<file path="src/rtl/chess_pkg.sv">
// Shared chess definitions: square code fields, FSM states, key actions
// and the saturating cursor-step helper.
package chess_pkg;

   localparam int SQ_IDX_W  = 6;
   localparam int COLOR_BIT = 3;

   localparam logic [7:0]          EMPTY_CODE   = 8'h00;
   localparam logic [SQ_IDX_W-1:0] CURSOR_RESET = 6'd60;

   typedef enum logic [2:0] {
      PT_EMPTY  = 3'd0,
      PT_PAWN   = 3'd1,
      PT_KNIGHT = 3'd2,
      PT_BISHOP = 3'd3,
      PT_ROOK   = 3'd4,
      PT_QUEEN  = 3'd5,
      PT_KING   = 3'd6
   } piece_t;

   typedef enum logic [1:0] {
      ST_IDLE,
      ST_PICKED,
      ST_WRITE_DST,
      ST_WRITE_SRC
   } state_t;

   typedef enum logic [2:0] {
      ACT_NONE,
      ACT_SELECT,
      ACT_LEFT,
      ACT_RIGHT,
      ACT_UP,
      ACT_DOWN
   } action_t;

   // Moves the cursor one step; the board edges saturate instead of wrapping.
   function automatic logic [SQ_IDX_W-1:0] step_cursor(input logic [SQ_IDX_W-1:0] sq,
                                                       input action_t act);
      logic [2:0] row;
      logic [2:0] col;
      row = sq[5:3];
      col = sq[2:0];
      case (act)
         ACT_LEFT:  if (col != 3'd0) col = col - 3'd1;
         ACT_RIGHT: if (col != 3'd7) col = col + 3'd1;
         ACT_UP:    if (row != 3'd0) row = row - 3'd1;
         ACT_DOWN:  if (row != 3'd7) row = row + 3'd1;
         default:   ;
      endcase
      return {row, col};
   endfunction

endpackage

</file>
<file path="src/rtl/chess_move_controller_if.sv">
// Board-side bus of the move controller: buttons and layout in,
// cursor/selection status and the single-square write port out.
interface chess_move_controller_if #(
   parameter int SQUARE_WIDTH = 8,
   parameter int MATRIX_WIDTH = 64 * 8
);
   import chess_pkg::*;

   logic                    KeyLeft;
   logic                    KeyRight;
   logic                    KeyUp;
   logic                    KeyDown;
   logic                    KeySelect;
   logic [MATRIX_WIDTH-1:0] Layout;
   logic [SQ_IDX_W-1:0]     CursorSquare;
   logic [SQ_IDX_W-1:0]     SelectedSquare;
   logic                    SelectValid;
   logic                    WrEn;
   logic [SQ_IDX_W-1:0]     WrAddr;
   logic [SQUARE_WIDTH-1:0] WrData;
   logic                    Turn;
   logic                    MoveDone;

   modport slave (
      input  KeyLeft, KeyRight, KeyUp, KeyDown, KeySelect, Layout,
      output CursorSquare, SelectedSquare, SelectValid, WrEn, WrAddr, WrData, Turn, MoveDone
   );

   modport master (
      output KeyLeft, KeyRight, KeyUp, KeyDown, KeySelect, Layout,
      input  CursorSquare, SelectedSquare, SelectValid, WrEn, WrAddr, WrData, Turn, MoveDone
   );

endinterface

</file>
<file path="src/rtl/key_edge_sync.sv">
// Two-flop synchronizer plus rising-edge pulse for one raw button.
// A key already high when reset releases must be let go before it can fire.
module key_edge_sync (
   input  logic clock,
   input  logic resetApp,
   input  logic i_key,
   output logic o_pulse
);

   logic r_sync1;
   logic r_sync2;
   logic r_prev;
   logic r_primed;
   logic r_armed;

   // NOTE: async reset in the sensitivity list, and <= for every flop so all
   // stages sample the pre-edge values of their neighbours.
   always_ff @(posedge clock or posedge resetApp) begin
      if (resetApp) begin
         r_sync1  <= 1'b0;
         r_sync2  <= 1'b0;
         r_prev   <= 1'b0;
         r_primed <= 1'b0;
         r_armed  <= 1'b0;
      end else begin
         r_sync1  <= i_key;
         r_sync2  <= r_sync1;
         r_prev   <= r_sync2;
         r_primed <= 1'b1;
         // r_sync1 holds a real sample only once r_primed is set.
         r_armed  <= r_armed | (r_primed & ~r_sync1);
      end
   end

   assign o_pulse = r_sync2 & ~r_prev & r_armed;

endmodule

</file>
<file path="src/rtl/chess_move_controller.sv">
// Cursor navigation and pick/place FSM: a completed move writes the piece to
// its destination, clears the source square, then hands the turn over.
module chess_move_controller
   import chess_pkg::*;
#(
   parameter int CHESS_SQUARES = 64,
   parameter int SQUARE_WIDTH  = 8,
   parameter int MATRIX_WIDTH  = CHESS_SQUARES * SQUARE_WIDTH
) (
   input  logic clock,
   input  logic resetApp,
   chess_move_controller_if.slave io_bus
);

   state_t                  r_state;
   state_t                  w_state_nxt;
   action_t                 w_action;
   logic [SQ_IDX_W-1:0]     r_cursor;
   logic [SQ_IDX_W-1:0]     r_selected;
   logic [SQ_IDX_W-1:0]     r_wr_addr;
   logic [SQUARE_WIDTH-1:0] r_wr_data;
   logic                    r_sel_valid;
   logic                    r_turn;
   logic                    w_pls_select;
   logic                    w_pls_left;
   logic                    w_pls_right;
   logic                    w_pls_up;
   logic                    w_pls_down;
   logic [MATRIX_WIDTH-1:0] w_layout;
   logic [SQUARE_WIDTH-1:0] w_squares [CHESS_SQUARES];
   logic [SQUARE_WIDTH-1:0] w_cur_code;
   logic [SQUARE_WIDTH-1:0] w_sel_code;
   logic                    w_ui_state;
   logic                    w_select;
   logic                    w_cur_empty;
   logic                    w_cur_own;
   logic                    w_wr_en;
   logic                    w_move_done;
   logic                    w_unused_code_bits;

   key_edge_sync u_sync_select (.clock(clock), .resetApp(resetApp), .i_key(io_bus.KeySelect), .o_pulse(w_pls_select));
   key_edge_sync u_sync_left   (.clock(clock), .resetApp(resetApp), .i_key(io_bus.KeyLeft),   .o_pulse(w_pls_left));
   key_edge_sync u_sync_right  (.clock(clock), .resetApp(resetApp), .i_key(io_bus.KeyRight),  .o_pulse(w_pls_right));
   key_edge_sync u_sync_up     (.clock(clock), .resetApp(resetApp), .i_key(io_bus.KeyUp),     .o_pulse(w_pls_up));
   key_edge_sync u_sync_down   (.clock(clock), .resetApp(resetApp), .i_key(io_bus.KeyDown),   .o_pulse(w_pls_down));

   assign w_layout = io_bus.Layout;

   for (genvar g = 0; g < CHESS_SQUARES; g++) begin : g_square
      assign w_squares[g] = w_layout[g*SQUARE_WIDTH +: SQUARE_WIDTH];
   end

   assign w_cur_code         = w_squares[r_cursor];
   assign w_sel_code         = w_squares[r_selected];
   assign w_cur_empty        = (piece_t'(w_cur_code[2:0]) == PT_EMPTY);
   assign w_cur_own          = !w_cur_empty && (w_cur_code[COLOR_BIT] == r_turn);
   assign w_unused_code_bits = ^w_cur_code[SQUARE_WIDTH-1:COLOR_BIT+1];

   // NOTE: every always_comb output gets a default first so no path can infer a latch.
   always_comb begin
      w_action = ACT_NONE;
      if      (w_pls_select) w_action = ACT_SELECT;
      else if (w_pls_left)   w_action = ACT_LEFT;
      else if (w_pls_right)  w_action = ACT_RIGHT;
      else if (w_pls_up)     w_action = ACT_UP;
      else if (w_pls_down)   w_action = ACT_DOWN;
   end

   assign w_ui_state = (r_state == ST_IDLE) || (r_state == ST_PICKED);
   assign w_select   = (w_action == ACT_SELECT);

   always_ff @(posedge clock or posedge resetApp) begin
      if (resetApp) r_state <= ST_IDLE;
      else          r_state <= w_state_nxt;
   end

   always_comb begin
      w_state_nxt = r_state;
      unique case (r_state)
         ST_IDLE: begin
            if (w_select && w_cur_own) w_state_nxt = ST_PICKED;
         end
         ST_PICKED: begin
            if (w_select) begin
               if (r_cursor == r_selected) w_state_nxt = ST_IDLE;
               else if (w_cur_own)         w_state_nxt = ST_PICKED;
               else                        w_state_nxt = ST_WRITE_DST;
            end
         end
         ST_WRITE_DST: w_state_nxt = ST_WRITE_SRC;
         ST_WRITE_SRC: w_state_nxt = ST_IDLE;
         default:      w_state_nxt = ST_IDLE;
      endcase
   end

   always_comb begin
      w_wr_en     = 1'b0;
      w_move_done = 1'b0;
      unique case (r_state)
         ST_WRITE_DST: w_wr_en = 1'b1;
         ST_WRITE_SRC: begin
            w_wr_en     = 1'b1;
            w_move_done = 1'b1;
         end
         default: ;
      endcase
   end

   // Write address/data are loaded on the edge that enters each write state.
   always_ff @(posedge clock or posedge resetApp) begin
      if (resetApp) begin
         r_cursor    <= CURSOR_RESET;
         r_selected  <= '0;
         r_sel_valid <= 1'b0;
         r_wr_addr   <= '0;
         r_wr_data   <= '0;
         r_turn      <= 1'b0;
      end else begin
         if (w_ui_state) r_cursor <= step_cursor(r_cursor, w_action);
         unique case (r_state)
            ST_IDLE: begin
               if (w_state_nxt == ST_PICKED) begin
                  r_selected  <= r_cursor;
                  r_sel_valid <= 1'b1;
               end
            end
            ST_PICKED: begin
               if (w_select) begin
                  unique case (w_state_nxt)
                     ST_IDLE:   r_sel_valid <= 1'b0;
                     ST_PICKED: r_selected  <= r_cursor;
                     default: begin
                        r_wr_addr <= r_cursor;
                        r_wr_data <= w_sel_code;
                     end
                  endcase
               end
            end
            ST_WRITE_DST: begin
               r_wr_addr <= r_selected;
               r_wr_data <= SQUARE_WIDTH'(EMPTY_CODE);
            end
            ST_WRITE_SRC: begin
               r_turn      <= ~r_turn;
               r_sel_valid <= 1'b0;
            end
            default: ;
         endcase
      end
   end

   assign io_bus.CursorSquare   = r_cursor;
   assign io_bus.SelectedSquare = r_selected;
   assign io_bus.SelectValid    = r_sel_valid;
   assign io_bus.WrEn           = w_wr_en;
   assign io_bus.WrAddr         = r_wr_addr;
   assign io_bus.WrData         = r_wr_data;
   assign io_bus.Turn           = r_turn;
   assign io_bus.MoveDone       = w_move_done;

endmodule

</file>
<file path="src/flat_wrapper.sv">
// flat-port wrapper written by rule: the top's interface ports become plain ports
module chess_move_controller_flat import chess_pkg::*;
#(
   parameter int CHESS_SQUARES = 64,
   parameter int SQUARE_WIDTH  = 8,
   parameter int MATRIX_WIDTH  = CHESS_SQUARES * SQUARE_WIDTH
)
  (clock, resetApp, io_bus_KeyLeft, io_bus_KeyRight, io_bus_KeyUp, io_bus_KeyDown, io_bus_KeySelect, io_bus_Layout, io_bus_CursorSquare, io_bus_SelectedSquare, io_bus_SelectValid, io_bus_WrEn, io_bus_WrAddr, io_bus_WrData, io_bus_Turn, io_bus_MoveDone);
  chess_move_controller_if #(.SQUARE_WIDTH(SQUARE_WIDTH), .MATRIX_WIDTH(MATRIX_WIDTH)) io_bus_i ();
  input  logic clock;
  input  logic resetApp;
  input wire logic [$bits(io_bus_i.KeyLeft)-1:0] io_bus_KeyLeft;
  input wire logic [$bits(io_bus_i.KeyRight)-1:0] io_bus_KeyRight;
  input wire logic [$bits(io_bus_i.KeyUp)-1:0] io_bus_KeyUp;
  input wire logic [$bits(io_bus_i.KeyDown)-1:0] io_bus_KeyDown;
  input wire logic [$bits(io_bus_i.KeySelect)-1:0] io_bus_KeySelect;
  input wire logic [$bits(io_bus_i.Layout)-1:0] io_bus_Layout;
  output wire logic [$bits(io_bus_i.CursorSquare)-1:0] io_bus_CursorSquare;
  output wire logic [$bits(io_bus_i.SelectedSquare)-1:0] io_bus_SelectedSquare;
  output wire logic [$bits(io_bus_i.SelectValid)-1:0] io_bus_SelectValid;
  output wire logic [$bits(io_bus_i.WrEn)-1:0] io_bus_WrEn;
  output wire logic [$bits(io_bus_i.WrAddr)-1:0] io_bus_WrAddr;
  output wire logic [$bits(io_bus_i.WrData)-1:0] io_bus_WrData;
  output wire logic [$bits(io_bus_i.Turn)-1:0] io_bus_Turn;
  output wire logic [$bits(io_bus_i.MoveDone)-1:0] io_bus_MoveDone;
  assign io_bus_i.KeyLeft = io_bus_KeyLeft;
  assign io_bus_i.KeyRight = io_bus_KeyRight;
  assign io_bus_i.KeyUp = io_bus_KeyUp;
  assign io_bus_i.KeyDown = io_bus_KeyDown;
  assign io_bus_i.KeySelect = io_bus_KeySelect;
  assign io_bus_i.Layout = io_bus_Layout;
  assign io_bus_CursorSquare = io_bus_i.CursorSquare;
  assign io_bus_SelectedSquare = io_bus_i.SelectedSquare;
  assign io_bus_SelectValid = io_bus_i.SelectValid;
  assign io_bus_WrEn = io_bus_i.WrEn;
  assign io_bus_WrAddr = io_bus_i.WrAddr;
  assign io_bus_WrData = io_bus_i.WrData;
  assign io_bus_Turn = io_bus_i.Turn;
  assign io_bus_MoveDone = io_bus_i.MoveDone;
  chess_move_controller #(.CHESS_SQUARES(CHESS_SQUARES), .SQUARE_WIDTH(SQUARE_WIDTH), .MATRIX_WIDTH(MATRIX_WIDTH)) u_core (.clock(clock), .resetApp(resetApp), .io_bus(io_bus_i));
endmodule
</file>
<file path="config.mk">
export PLATFORM = sky130hd
export DESIGN_NAME = chess_move_controller_flat
export DESIGN_NICKNAME = d
export VERILOG_FILES = /design/src/rtl/chess_pkg.sv /design/src/rtl/chess_move_controller_if.sv /design/src/rtl/key_edge_sync.sv /design/src/rtl/chess_move_controller.sv /design/src/flat_wrapper.sv
export SDC_FILE = /design/constraint.sdc
export NUM_CORES = 1
export LEC_CHECK = 0
export CORE_AREA = 2 2 215 217
export CTS_BUF_LIST = sky130_fd_sc_hd__clkbuf_2 sky130_fd_sc_hd__clkbuf_4 sky130_fd_sc_hd__clkbuf_8
export CTS_CLUSTER_SIZE = 14
export DETAILED_ROUTE_END_ITERATION = 10
export DIE_AREA = 0 0 217 219
export PLACE_DENSITY_LB_ADDON = 0.15
export SLEW_MARGIN = 10
export SYNTH_ARGS = -nofsm -noshare
export SYNTH_HDL_FRONTEND = slang
export SYNTH_SLANG_ARGS = --single-unit
</file>
<file path="constraint.sdc">
create_clock -name clock -period 4.55 [get_ports clock]
set_clock_uncertainty 0.05 [all_clocks]
set_input_delay 0.6825 -clock clock [delete_from_list [all_inputs] [get_ports clock]]
set_output_delay 0.6825 -clock clock [all_outputs]
set_load 0.05 [all_outputs]
</file>
==> results of run 1 <==
[where the power goes]
part | leakage [nW] | total, mW | switching, mW | internal [mW]
Clock | 0.0505 | 0.300 | 0.161 | 0.139
Combinational | 4.11 | 5.67 | 2.83 | 2.83
Sequential | 0.584 | 1.09 | 0.488 | 0.605
Total | 4.74 | 7.06 | 3.48 | 3.58
[cell type report]
class,instances,area (um2),area share [%]
clock buffer,7,96.3,0.686
clock inverter,1,7.51,0.0535
tap,600,751,5.35
antenna,7,17.5,0.125
multi-input combinational,496,6110,43.6
timing repair buffer,572,5700,40.6
inverter,12,47.5,0.339
sequential,51,1300,9.27
[how the worst max path moves through the flow]
stage / from / endpoint / cells after the start
CTS: u_core.io_bus.CursorSquare[0]$_DFFE_PP0P_ / u_core.io_bus.WrAddr[2]$_DFFE_PP0P_ / 9
global placement: io_bus_Layout[16] / u_core.io_bus.WrData[6]$_DFFE_PP0P_ / 10
finish: u_core.io_bus.CursorSquare[0]$_DFFE_PP0P_ / u_core.io_bus.WrAddr[2]$_DFFE_PP0P_ / 9
detailed placement: io_bus_Layout[16] / u_core.io_bus.WrAddr[2]$_DFFE_PP0P_ / 10
global route: u_core.io_bus.CursorSquare[0]$_DFFE_PP0P_ / u_core.io_bus.WrData[1]$_DFFE_PP0P_ / 9
floorplan: u_core.io_bus.SelectedSquare[0]$_DFFE_PP0P_ / u_core.io_bus.WrData[3]$_DFFE_PP0P_ / 7
[kinds of logic after synthesis]
group	Yosys count	synth area share, %
AO/OA/AOI/OAI	97	9.32
XOR/XNOR	12	1.34
adder cells (fa/ha/maj)	2	0.510
buffers and inverters	81	5.83
flip-flops	51	16.3
multiplexers	200	54.0
other	1	0.0478
AND/OR/NAND/NOR	184	12.6
[placed cells by master, fill, tap and decap left out, types with 7 or more instances in the layout]
master,instances
clkdlybuf4s50_1,548
nor3_1,31
dfrtp_1,41
inv_1,8
diode_2,7
a221oi_1,8
buf_4,21
a211oi_1,17
nor2_1,41
mux2i_1,15
xor2_1,7
nor4_1,35
a21oi_1,8
nand2_1,30
mux2_2,7
clkbuf_8,7
o21ai_0,12
o22ai_1,7
mux4_2,173
a22o_1,8
[registers in the layout (all words and copies together) (netlist names), 2 cells and up]
signal / count
u_core.io_bus.SelectedSquare: 6
u_core.io_bus.CursorSquare: 6
u_core.r_state: 2
u_core.io_bus.WrData: 8
u_core.io_bus.WrAddr: 6
[stage by stage]
step | total power, mW | setup slack [ns] | util (%)
2_1_floorplan | 4.73 | 1.39 | -
3_3_place_gp | 6.89 | 0.156 | 30.9
3_5_place_dp | 6.90 | 0.523 | 30.9
4_1_cts | 7.21 | 0.715 | 31.1
5_1_grt | 7.50 | 0.567 | 31.1
6_report | 7.06 | 0.681 | 31.1
[layer usage]
| layer | vias up | GRT usage (%) | wire length [um] | part of all wire, % |
|---|---|---|---|---|
| met1 | 4214 | 25.1 | 20200 | 40 |
| met4 | 6 | 6.07 | 1140 | 2.2 |
| met5 | - | 0 | 43 | 0.085 |
| li1 | 3745 | - | - | - |
| met2 | 408 | 35.9 | 26000 | 51 |
| met3 | 39 | 4.24 | 3370 | 6.6 |
[critical path, stage by stage (launching register included)]
cell,delay [ns]
dfrtp_4,0.68
buf_4,0.29
nand2b_1,0.40
nor3_1,0.13
nor4_1,0.54
and4_1,0.37
o22ai_1,0.14
o221a_1,0.38
a21o_1,0.49
a211oi_2,0.28
==> impl_metrics.env, run 1 <==
export IMPL_start_util_pct=17.4
export IMPL_hold_slack_ns=0.337
export IMPL_hold_viol=0
export IMPL_place_congestion=0.861
export IMPL_synth_distinct_cells=67
export IMPL_cts_tree="built"
export IMPL_final_max_slew_viol_count=0
export IMPL_synthToLayoutAreaGrowth_pct=78.8
export IMPL_synthCells=628
export IMPL_vdd_drop_max_uv=265
export IMPL_numCtsBuffers=5
export IMPL_grt_pass1_vias=9066
export IMPL_root_buffer="clkbuf_8"
export IMPL_dp_cells=1731
export IMPL_critPathLaunchType="flop"
export IMPL_cp_required_ns=4.73
export IMPL_clkLatencyLatePin_ns=0.31
export IMPL_synth_flop_cell="dfrtp_1"
export IMPL_firstDrtPassIters=5
export IMPL_cellPowerDensity_nw_per_um2=503
export IMPL_synth_area_leaders="mux4_2, dfrtp_1, nor4_1"
export IMPL_layout_cells_non_filler=1746
export IMPL_final_cell_area_um2=14000
export IMPL_cts_htree_levels=2
export IMPL_fmax_ghz=0.258
export IMPL_die_height_um=219
export IMPL_hp_class="flop to flop"
export IMPL_die_area_um2=47500
export IMPL_worstHoldPathCells=0
export IMPL_cts_resized=0
export IMPL_cp_max_fo=23
export IMPL_synth_edf_count=0
export IMPL_rsz0062_at_grt="false"
export IMPL_tightest_slew_ns=0.783
export IMPL_port_buffers=548
export IMPL_leakage_nw=4.74
export IMPL_io_pin_count=549
export IMPL_yosysTopAreaCell="mux4_2"
export IMPL_slew_headroom_pct=47.7
export IMPL_fill_cells=4658
export IMPL_grt_pass1_wl_mm=68.6
export IMPL_fin_crit_ns=3.87
export IMPL_grt_usage_pct=20.4
export IMPL_path_clk_slew_ns=0.10
export IMPL_vias=8412
export IMPL_drive_above_1_share_pct=20.9
export IMPL_cp_arrival_ns=4.05
export IMPL_seq_area_frac_synth_pct=16.3
export IMPL_post_route_period_util_pct=85.0
export IMPL_critPathKind="flop to flop"
export IMPL_final_nets=1659
export IMPL_grt_max_degree=65
export IMPL_reg2reg_to="u_core.io_bus.WrAddr[2]$_DFFE_PP0P_"
export IMPL_grt_overflow=0
export IMPL_synth_area_per_cell_um2=12.5
export IMPL_core_um2=45100
export IMPL_synth_area_um2=7850
export IMPL_postCtsSetupBuffers=0
export IMPL_ff2ff_setup_slack_ns=0.68
export IMPL_status="complete, no violations"
export IMPL_rows=78
export IMPL_hold_start="u_core.u_sync_left.r_sync1$_DFF_PP0_"
export IMPL_placed_cell_area_um2=13900
export IMPL_cts_buffer_depth=2
export IMPL_drv_cap=0
export IMPL_cts_sink_count=51
export IMPL_post_drt_wl_per_cell_um=29.1
export IMPL_synth_most_common_cell="mux4_2"
export IMPL_dr_first_iter_drc_count=465
export IMPL_syn_nets=1149
export IMPL_r2r_start="u_core.io_bus.CursorSquare[0]$_DFFE_PP0P_"
export IMPL_totalNegativeSetupSlack_ns=0
export IMPL_ys_ff_latch=51
export IMPL_setup_viol=0
export IMPL_die_w_um=217
export IMPL_routed_wl_mm=50.7
export IMPL_yosysWarnings=0
export IMPL_cp_end_kind="flop"
export IMPL_ctsHoldBuffers=0
export IMPL_yosys_top_cells_count="mux4_2, dfrtp_1, nor2_1"
export IMPL_reg2regPathDepth=9
export IMPL_synth_top_area_share_pct=49.6
export IMPL_min_to="u_core.u_sync_left.r_sync2$_DFF_PP0_"
export IMPL_viasPerCell=4.82
export IMPL_dp_hpwl_mm=43.7
export IMPL_antenna_found_initial=11
export IMPL_async_flop_share_pct=100
export IMPL_drc=0
export IMPL_ant_nets=0
No activity file was read; power rests on OpenSTA's default activity.
==> run 2: changes to the inputs <==
--- a/config.mk
+++ b/config.mk
@@ -5,6 +5,8 @@
 export SDC_FILE = /design/constraint.sdc
 export NUM_CORES = 1
 export LEC_CHECK = 0
+export ABC_CLOCK_PERIOD_IN_PS = 4550
+export CAP_MARGIN = 20
 export CORE_AREA = 2 2 215 217
 export CTS_BUF_LIST = sky130_fd_sc_hd__clkbuf_2 sky130_fd_sc_hd__clkbuf_4 sky130_fd_sc_hd__clkbuf_8
 export CTS_CLUSTER_SIZE = 14
==> results of run 2 <==
Same layout as run 1: the final DEF is identical, and so are final timing and power.
